$ cat src/rtl/fetch_unit.sv
// Program-counter / instruction-register stage: drives the ROM word address, captures the
// returned word and offers {instruction, pc} to decode over a valid/ready handshake.
module fetch_unit #(
  parameter int                  ADDR_W   = 6,
  parameter int                  DATA_W   = 32,
  parameter logic [ADDR_W-1:0]   RESET_PC = '0,
  parameter int                  PROG_LEN = 12,
  parameter int                  CNT_W    = 16
) (
  input  logic              clk,
  input  logic              rst_n,
  input  logic              en,
  output logic [ADDR_W-1:0] rom_addr,
  input  logic [DATA_W-1:0] rom_data,
  output logic              ir_valid,
  output logic [DATA_W-1:0] ir_data,
  output logic [ADDR_W-1:0] ir_pc,
  input  logic              ir_ready,
  input  logic              redirect,
  input  logic [ADDR_W-1:0] redirect_addr,
  output logic              halted,
  output logic [CNT_W-1:0]  fetch_cnt
);

  typedef enum logic [1:0] {BOOT, RUN, HALT} state_t;

  localparam logic [ADDR_W-1:0] LAST_PC  = ADDR_W'(PROG_LEN - 1);
  // One bit wider so PROG_LEN == 2**ADDR_W still compares correctly.
  localparam logic [ADDR_W:0]   PROG_END = (ADDR_W + 1)'(PROG_LEN);

  state_t            state;
  logic [ADDR_W-1:0] pc;
  logic              capture;
  logic              target_in_range;

  assign rom_addr        = pc;
  assign target_in_range = {1'b0, redirect_addr} < PROG_END;
  assign capture         = (state == RUN) & en & (~ir_valid | ir_ready) & ~redirect;

  // NOTE: all state is updated with non-blocking assignments so every register sees the
  // pre-edge values of the others, exactly as the flops do in hardware.
  always_ff @(posedge clk or negedge rst_n) begin
    if (!rst_n) begin
      state     <= BOOT;
      pc        <= RESET_PC;
      ir_valid  <= 1'b0;
      ir_data   <= '0;
      ir_pc     <= '0;
      halted    <= 1'b0;
      fetch_cnt <= '0;
    end else begin
      case (state)
        // rom_data is stale for the first cycle after reset release, so nothing is captured.
        BOOT: begin
          state  <= RUN;
          halted <= 1'b0;
          if (redirect) pc <= redirect_addr;
        end
        default: begin
          if (redirect) begin
            ir_valid <= 1'b0;
            pc       <= redirect_addr;
            if (target_in_range) begin
              state  <= RUN;
              halted <= 1'b0;
            end else begin
              state  <= HALT;
              halted <= 1'b1;
            end
          end else if (capture) begin
            ir_data  <= rom_data;
            ir_pc    <= pc;
            ir_valid <= 1'b1;
            if (fetch_cnt != '1) fetch_cnt <= fetch_cnt + CNT_W'(1);
            // The last program word parks pc so it can never wrap past the program.
            if (pc == LAST_PC) begin
              state  <= HALT;
              halted <= 1'b1;
            end else begin
              pc <= pc + ADDR_W'(1);
            end
          end else if (ir_valid && ir_ready) begin
            ir_valid <= 1'b0;
          end
        end
      endcase
    end
  end

endmodule

$ cat config.mk
export PLATFORM = sky130hd
export DESIGN_NAME = fetch_unit
export DESIGN_NICKNAME = d
export VERILOG_FILES = /design/src/rtl/fetch_unit.sv
export SDC_FILE = /design/constraint.sdc
export NUM_CORES = 1
export LEC_CHECK = 0
export CORE_UTILIZATION = 47
export CTS_CLUSTER_SIZE = 30
export DETAILED_ROUTE_END_ITERATION = 12
export PLACE_DENSITY = 0.88
export SETUP_SLACK_MARGIN = 0.2
export SYNTH_ARGS = -nofsm -noshare
export SYNTH_HDL_FRONTEND = slang
export SYNTH_SLANG_ARGS = --single-unit
$ cat constraint.sdc
create_clock -name clk -period 2.8 [get_ports clk]
set_input_delay 0.42 -clock clk [delete_from_list [all_inputs] [get_ports clk]]
set_output_delay 0.42 -clock clk [all_outputs]
set_load 0.05 [all_outputs]
==> metrics.md <==
| Metric | Value |
|---|---|
| Sequential standard cell area | 0.001577 mm^2 |
| Non-filler cells in the finished layout | 395 |
| H-Tree Depth | 3 |
| Post-route setup slack | 707.2 ps |
| Number of DRC markers after the initial detailed-route iteration | between 50 and 60 |
| Max Clock Skew | 8.286 ps |
| Number of flip-flops and latches in the synthesized netlist | 63 |
| Avg WL per Cell | ~16 um |
| Category of cells accounting for the largest share of critical-path delay | buffers and inverters |
| Commonest cells after routing, fill and taps aside | sky130_fd_sc_hd__clkdlybuf4s50_1, sky130_fd_sc_hd__dfrtp_1, sky130_fd_sc_hd__mux2_2 |
| Int Pwr | 2.571 mW |
| Static leakage | 1.765 nW |
| CTS Hold Bufs | 0 |
| Warnings from Yosys | 0 |
| HPWL after detailed placement | 4474 um |
| Proportion of layout cells with a drive suffix above 1 | about a fifth |
| Signed area change from the synthesized netlist to the final layout | 48.62% |
| Placed cell count | ~380 |
| Start-to-end type of the worst setup path | reg2out |
| Final net count | 366 |
| Total overflow reported by the global router | 0 |
| Dpl cell area | 0.003854 mm^2 |
| Bufs on Longest Clock Path | 2 |
| Count of antenna-violating nets left after detailed routing | 0 |
| Total area of multi-input combinational cells | around 0.0011 mm^2 |
| Net switching power figure | 2.035 mW |
| Worst Setup End Kind | output pin |
| Initial antenna violation count | 0 |
| Global-route usage over all layers | 22.13% |
| Worst slack at placement | 484.3 ps |
| Post-Syn Nets | 251 |
| Drt first pass iters | 4 |
| Post-layout minimum cycle time | between 2000 and 2500 ps |
| Pin slew with the least headroom to its limit | roughly 810 ps |
| Clock tree root buffer cell | sky130_fd_sc_hd__clkbuf_8 |
| Clock group share of total power | 16.8% |
| Mean cell area of the mapped netlist | 13.19 um^2 |
| Most common cell after layout, fill and taps aside | sky130_fd_sc_hd__clkdlybuf4s50_1 |
| Instance count of the mapped netlist | 206 |
| Share of the synthesized area in the top cell type | 58.01% |
| Number of max-slew violations in the final report | 0 |
| P per Cell Area | ~1100 mW/mm^2 |
| Max rail drop VDD | 0.7634 mV |
| Global placement routability congestion | between 0.8 and 0.9 |
| Worst min-delay path class | in2async |
| Unrepaired setup endpoints after global routing | false |
| Seq pwr share | approximately a third |
| Max Fclk | about 0.48 GHz |
| Final count of hold timing violations | 0 |
| Max-slew headroom | 45.83% |
| Number of antenna cells inserted | 0 |
| Worst path buffer plus inverter count | 1 |
| Data required time at the worst endpoint | 2380 ps |
| Sw Ratio | around 44% |
| Max incr delay on CP | 850 ps |
| Layout fillers | 385 |
| Die area | 0.006090 mm^2 |
| Die width | roughly 78 um |
| Vias in the first global route | 1993 |
| Number of core rows | 27 |
| Ports placed on the boundary | 105 |
| Global-route wire length before repair | 10070 um |
| Sinks on Clock Net | 63 |
| Combinational power share | 51.7% |
| Most frequently used flop master after synthesis | sky130_fd_sc_hd__dfrtp_1 |
| Detailed Route WL | slightly above 6000 um |
| Worst skew pair latency | 340 ps |
| CP startpoint kind | flop |
| Worst EP arrival | approximately 1700 ps |
| Post-route cell area | 0.004039 mm^2 |
| # Max-Cap Violations | 0 |
| Buffers on Ports | between 100 and 150 |
| Effective utilization at floorplan | 49.05% |
| DRC violation count after routing | 0 |
| Largest net degree at the start of global routing | 38 |
| Worst R2R Start | rom_addr[0] |
| Series of cell instances along the critical path | clkdlybuf4s50_1 |
| TritonCTS clock tree | done |
| Total standard cell area after synthesis | ~0.0027 mm^2 |
| Crit path max-delay cell type | sky130_fd_sc_hd__clkdlybuf4s50_1 |
| Total vias in the final route | 2071 |
| Leading cell types by total area after synthesis | sky130_fd_sc_hd__dfrtp_1, sky130_fd_sc_hd__mux2_2, sky130_fd_sc_hd__xor2_1 |
| Sequential-to-total area share from yosys stat | about 58% |
| Cell accounting for the most synthesized area | sky130_fd_sc_hd__dfrtp_1 |
| Resize count post-CTS | 0 |
| Final clock period utilization by the worst path | between 70 and 80% |
| Largest fanout of any net on the critical path | 7 |
| Tot Pwr | 4.606 mW |
| Clock-pin slew reported for the worst setup and hold paths after clock tree synthesis | around 60 ps |
| Post-DR vias/cell | 5.243 |
| Run status | complete, no violations |
| Number of unique standard cell types used by synthesis | 37 |
| Critical path origin | fetch_cnt[10] |
| Post-synth ARST share | 100.0% |
| Sum of negative setup slack | 0 ps |
| Area inside the core boundary | 0.005540 mm^2 |
| Die Y | 78.04 um |
| Number of setup buffers added after CTS | 0 |
| Number of CTS-inserted buffers | 9 |
| Setup violators final | 0 |
| EDFF count, synth | 0 |
[sequential cells by signal, summed over array words and instances, names as in the netlist]
name       count
fetch_cnt     16
halted         1
ir_data       32
ir_pc          6
ir_valid       1
rom_addr       6
state          1
[cells by family after synthesis]
group                    count (synthesis)  synth area share, %
flip-flops                              63                58.01
XOR/XNOR                                17                5.479
multiplexers                            41                16.94
buffers and inverters                    8                1.427
AO/OA/AOI/OAI                           17                3.729
adder cells (fa/ha/maj)                  2               0.9207
AND/OR/NAND/NOR                         58                13.49
[power groups by stage]
stage / clock network, mW / logic, mW / registers (mW)
floorplan: 0 / 0.421 / 2.59
global placement: 0 / 2.36 / 1.45
finish: 0.775 / 2.38 / 1.45
CTS: 0.785 / 2.39 / 1.46
global route: 0.826 / 2.47 / 1.49
detailed placement: 0 / 2.39 / 1.47
[worst paths after layout]
check / endpoint / slack (ps) / cells after the start
setup / recovery: fetch_cnt[10] / 710 / 1
hold / removal: ir_data[24] / 170 / 1
setup reg to reg: rom_addr[5] / 980 / 6
hold reg to reg: ir_valid / 500 / 2
max in group asynchronous: rom_addr[4] / 1900 / 2
min in group clk: ir_valid / 500 / 2
[layout make-up]
cell class | instances | area share (%)
repair buffers | 109 | 26.58
multi-input cells | 135 | 27.29
inverters | 3 | 0.2788
well taps | 72 | 2.230
clock inverters | 1 | 0.7435
flip-flops and latches | 63 | 39.03
clock buffers | 12 | 3.841
[through the flow]
| stage | hold slack [ps] | util, % |
|---|---|---|
| after floorplan | 124.4 | - |
| final | 174.4 | 72.90 |
| after detailed placement | 488.6 | 69.56 |
| after CTS | 188.5 | 72.90 |
| after global placement | 480.8 | 69.56 |
| after global routing | 243.3 | 72.90 |
[cell usage after synthesis, types with 3 or more instances]
cell type                 instances
sky130_fd_sc_hd__a31oi_1          3
sky130_fd_sc_hd__o21ai_0          7
sky130_fd_sc_hd__xor2_1          13
sky130_fd_sc_hd__nor2_1          10
sky130_fd_sc_hd__a21oi_1          3
sky130_fd_sc_hd__buf_2            4
sky130_fd_sc_hd__and3_1           3
sky130_fd_sc_hd__nand4_1          9
sky130_fd_sc_hd__inv_1            3
sky130_fd_sc_hd__mux2_2          40
sky130_fd_sc_hd__dfrtp_1         63
sky130_fd_sc_hd__xnor2_1          4
sky130_fd_sc_hd__nand2_1         16
[layer usage]
metal | vias up | share of wire (%) | global-route usage (%)
li1 | 968 | - | -
met1 | 1006 | 44 | 29.13
met2 | 86 | 48 | 34.21
met3 | 11 | 6.4 | 5.349
met4 | 0 | 1.6 | 11.11
met5 | - | 0 | 0
Power figures use the tool's default switching activity.
==> variant (same settings) <==
Re-encode `state_t` (3 states) as one-hot, 3 bits wide.
--- a/src/rtl/fetch_unit.sv
+++ b/src/rtl/fetch_unit.sv
@@ -22,7 +22,7 @@
   output logic [CNT_W-1:0]  fetch_cnt
 );
 
-  typedef enum logic [1:0] {BOOT, RUN, HALT} state_t;
+  typedef enum logic [2:0] {BOOT = 3'b001, RUN = 3'b010, HALT = 3'b100} state_t;
 
   localparam logic [ADDR_W-1:0] LAST_PC  = ADDR_W'(PROG_LEN - 1);
   // One bit wider so PROG_LEN == 2**ADDR_W still compares correctly.
Check against the original RTL: no difference found for any inputs over 4 cycles, from zero or initial values and one cycle with rst_n low; so few cycles prove little.
==> variant against the original RTL <==
- core utilization grew 0.33 points
- sequential cell count is 1 higher
- area after synthesis increased by 2.9%
- sequential share of layout area hardly changed
- first-iteration DRC count is 140% higher
- routed wire length increased by 0.87%
- worst setup slack worse by 130 ps
- cell area up 1.7%
- non-clock buffer count shrank 1
- register-to-register slack worse by 400 ps
- critical endpoint is now fetch_cnt[1]
Power is not compared: it rests on default switching activity, and its combinational part moved more than twofold at a synthesized area within 25%.
==> variant: results (changes against the original RTL) <==
.. list-table::
   :header-rows: 1

   * - Metric
     - Value
   * - Mean number of vias per cell
     - 5.358 (+2.2%)
   * - Max stage delay cell, worst path
     - nor4_1
   * - Met2 layer wire length in the routed design
     - 3083 microns (+4.2%)
   * - Arrival time worst endpoint
     - 2440 ps (+770 ps)
   * - Detailed route wirelength on metal3
     - 436 microns (+9.5%)
   * - Number of unique standard cell types used by synthesis
     - 40 (+8.1%)
   * - Detailed Route Iter0 Violations
     - 126 (+140%)
   * - Overall routing resource usage
     - 21.42% (-0.71 points)
   * - Fraction of final layout cells sized beyond drive strength 1
     - 19.22% (-1.8 points)
   * - Global-route wire length before repair
     - 10220 microns (+1.4%)
   * - Critical register-to-register path endpoint
     - fetch_cnt[1]
   * - Sequential-to-total area share from yosys stat
     - 57.34% (-0.67 points)
   * - Worst setup skew after layout
     - 8.215 ps (-0.07078 ps)
   * - Pin count of the biggest net entering global routing
     - 65 (+71%)
   * - Post-DP HPWL
     - 4436 microns (-0.86%)
   * - GPL Wtd Cong
     - 0.7966 (-3.9%)
   * - Via count of the first global-routing pass
     - 2095 (+5.1%)
   * - Delay-heaviest family, CP
     - simple AND/OR/NAND/NOR gates
   * - Nets
     - 373 (+1.9%)
   * - Slew headroom
     - 48.51% (+2.7 points)
   * - Cell area reported after detailed placement
     - 0.003908 sq mm (+1.4%)
   * - Met1 Wirelength
     - 2665 microns (-3.7%)
   * - Result of the run
     - completed
   * - Main area contributors after synthesis
     - dfrtp_1 (56%), mux2_2 (15%), xor2_1 (4.7%), nor4_1 (2.0%), nand2_1 (1.9%)
   * - Critical Path Max Stage Delay
     - 680 ps (-170 ps)
[variant: metal layers]
metal / vias to the layer above / track usage (%)
li1: 1009 / -
met1: 1059 / 27.88
met2: 90 / 34.48
met3: 12 / 5.517
met4: 0 / 7.818
met5: - / 0
[variant: how the worst max path moves through the flow]
stage | startpoint | end | slack (ps) | cells after the start
2_1_floorplan | fetch_cnt[0] | fetch_cnt[9] | 870 | 6
5_1_grt | fetch_cnt[0] | fetch_cnt[1] | 410 | 6
6_report | fetch_cnt[0] | fetch_cnt[1] | 580 | 6
3_3_place_gp | en | ir_data[11] | 460 | 5
3_5_place_dp | en | ir_data[8] | 400 | 5
4_1_cts | fetch_cnt[0] | fetch_cnt[1] | 550 | 6
[variant: stage by stage]
stage | setup WS [ps] | cells | power, uW
floorplan | 872.0 | 217 | 1708
global placement | 462.9 | 389 | 2062
detailed placement | 401.7 | 389 | 2085
CTS | 553.8 | 405 | 2879
global route | 406.9 | 405 | 2977
finish | 580.4 | 405 | 2856
[variant: report_power, final]
group	total [uW]	switching [uW]	internal [uW]	leakage [uW]
logic	930	577	353	0.000919
registers	1130	82.8	1050	0.000845
clock network	793	335	458	0.000103
total	2860	996	1860	0.00187
[variant: kinds of logic after synthesis]
family,after synthesis,synth area share (%)
AO/OA/AOI/OAI,20,5.193
buffers and inverters,10,1.835
adder cells (fa/ha/maj),2,0.8951
AND/OR/NAND/NOR,67,14.37
XOR/XNOR,15,4.700
flip-flops,64,57.34
multiplexers,39,15.67
[variant: area by class of cell]
cell class	count	area share, %
Timing Repair Buffer	108	25.96
Multi-Input combinational cell	143	27.79
Clock inverter	3	0.9750
Inverter	2	0.1828
Sequential cell	64	39.03
Tap cell	72	2.194
Clock buffer	13	3.870
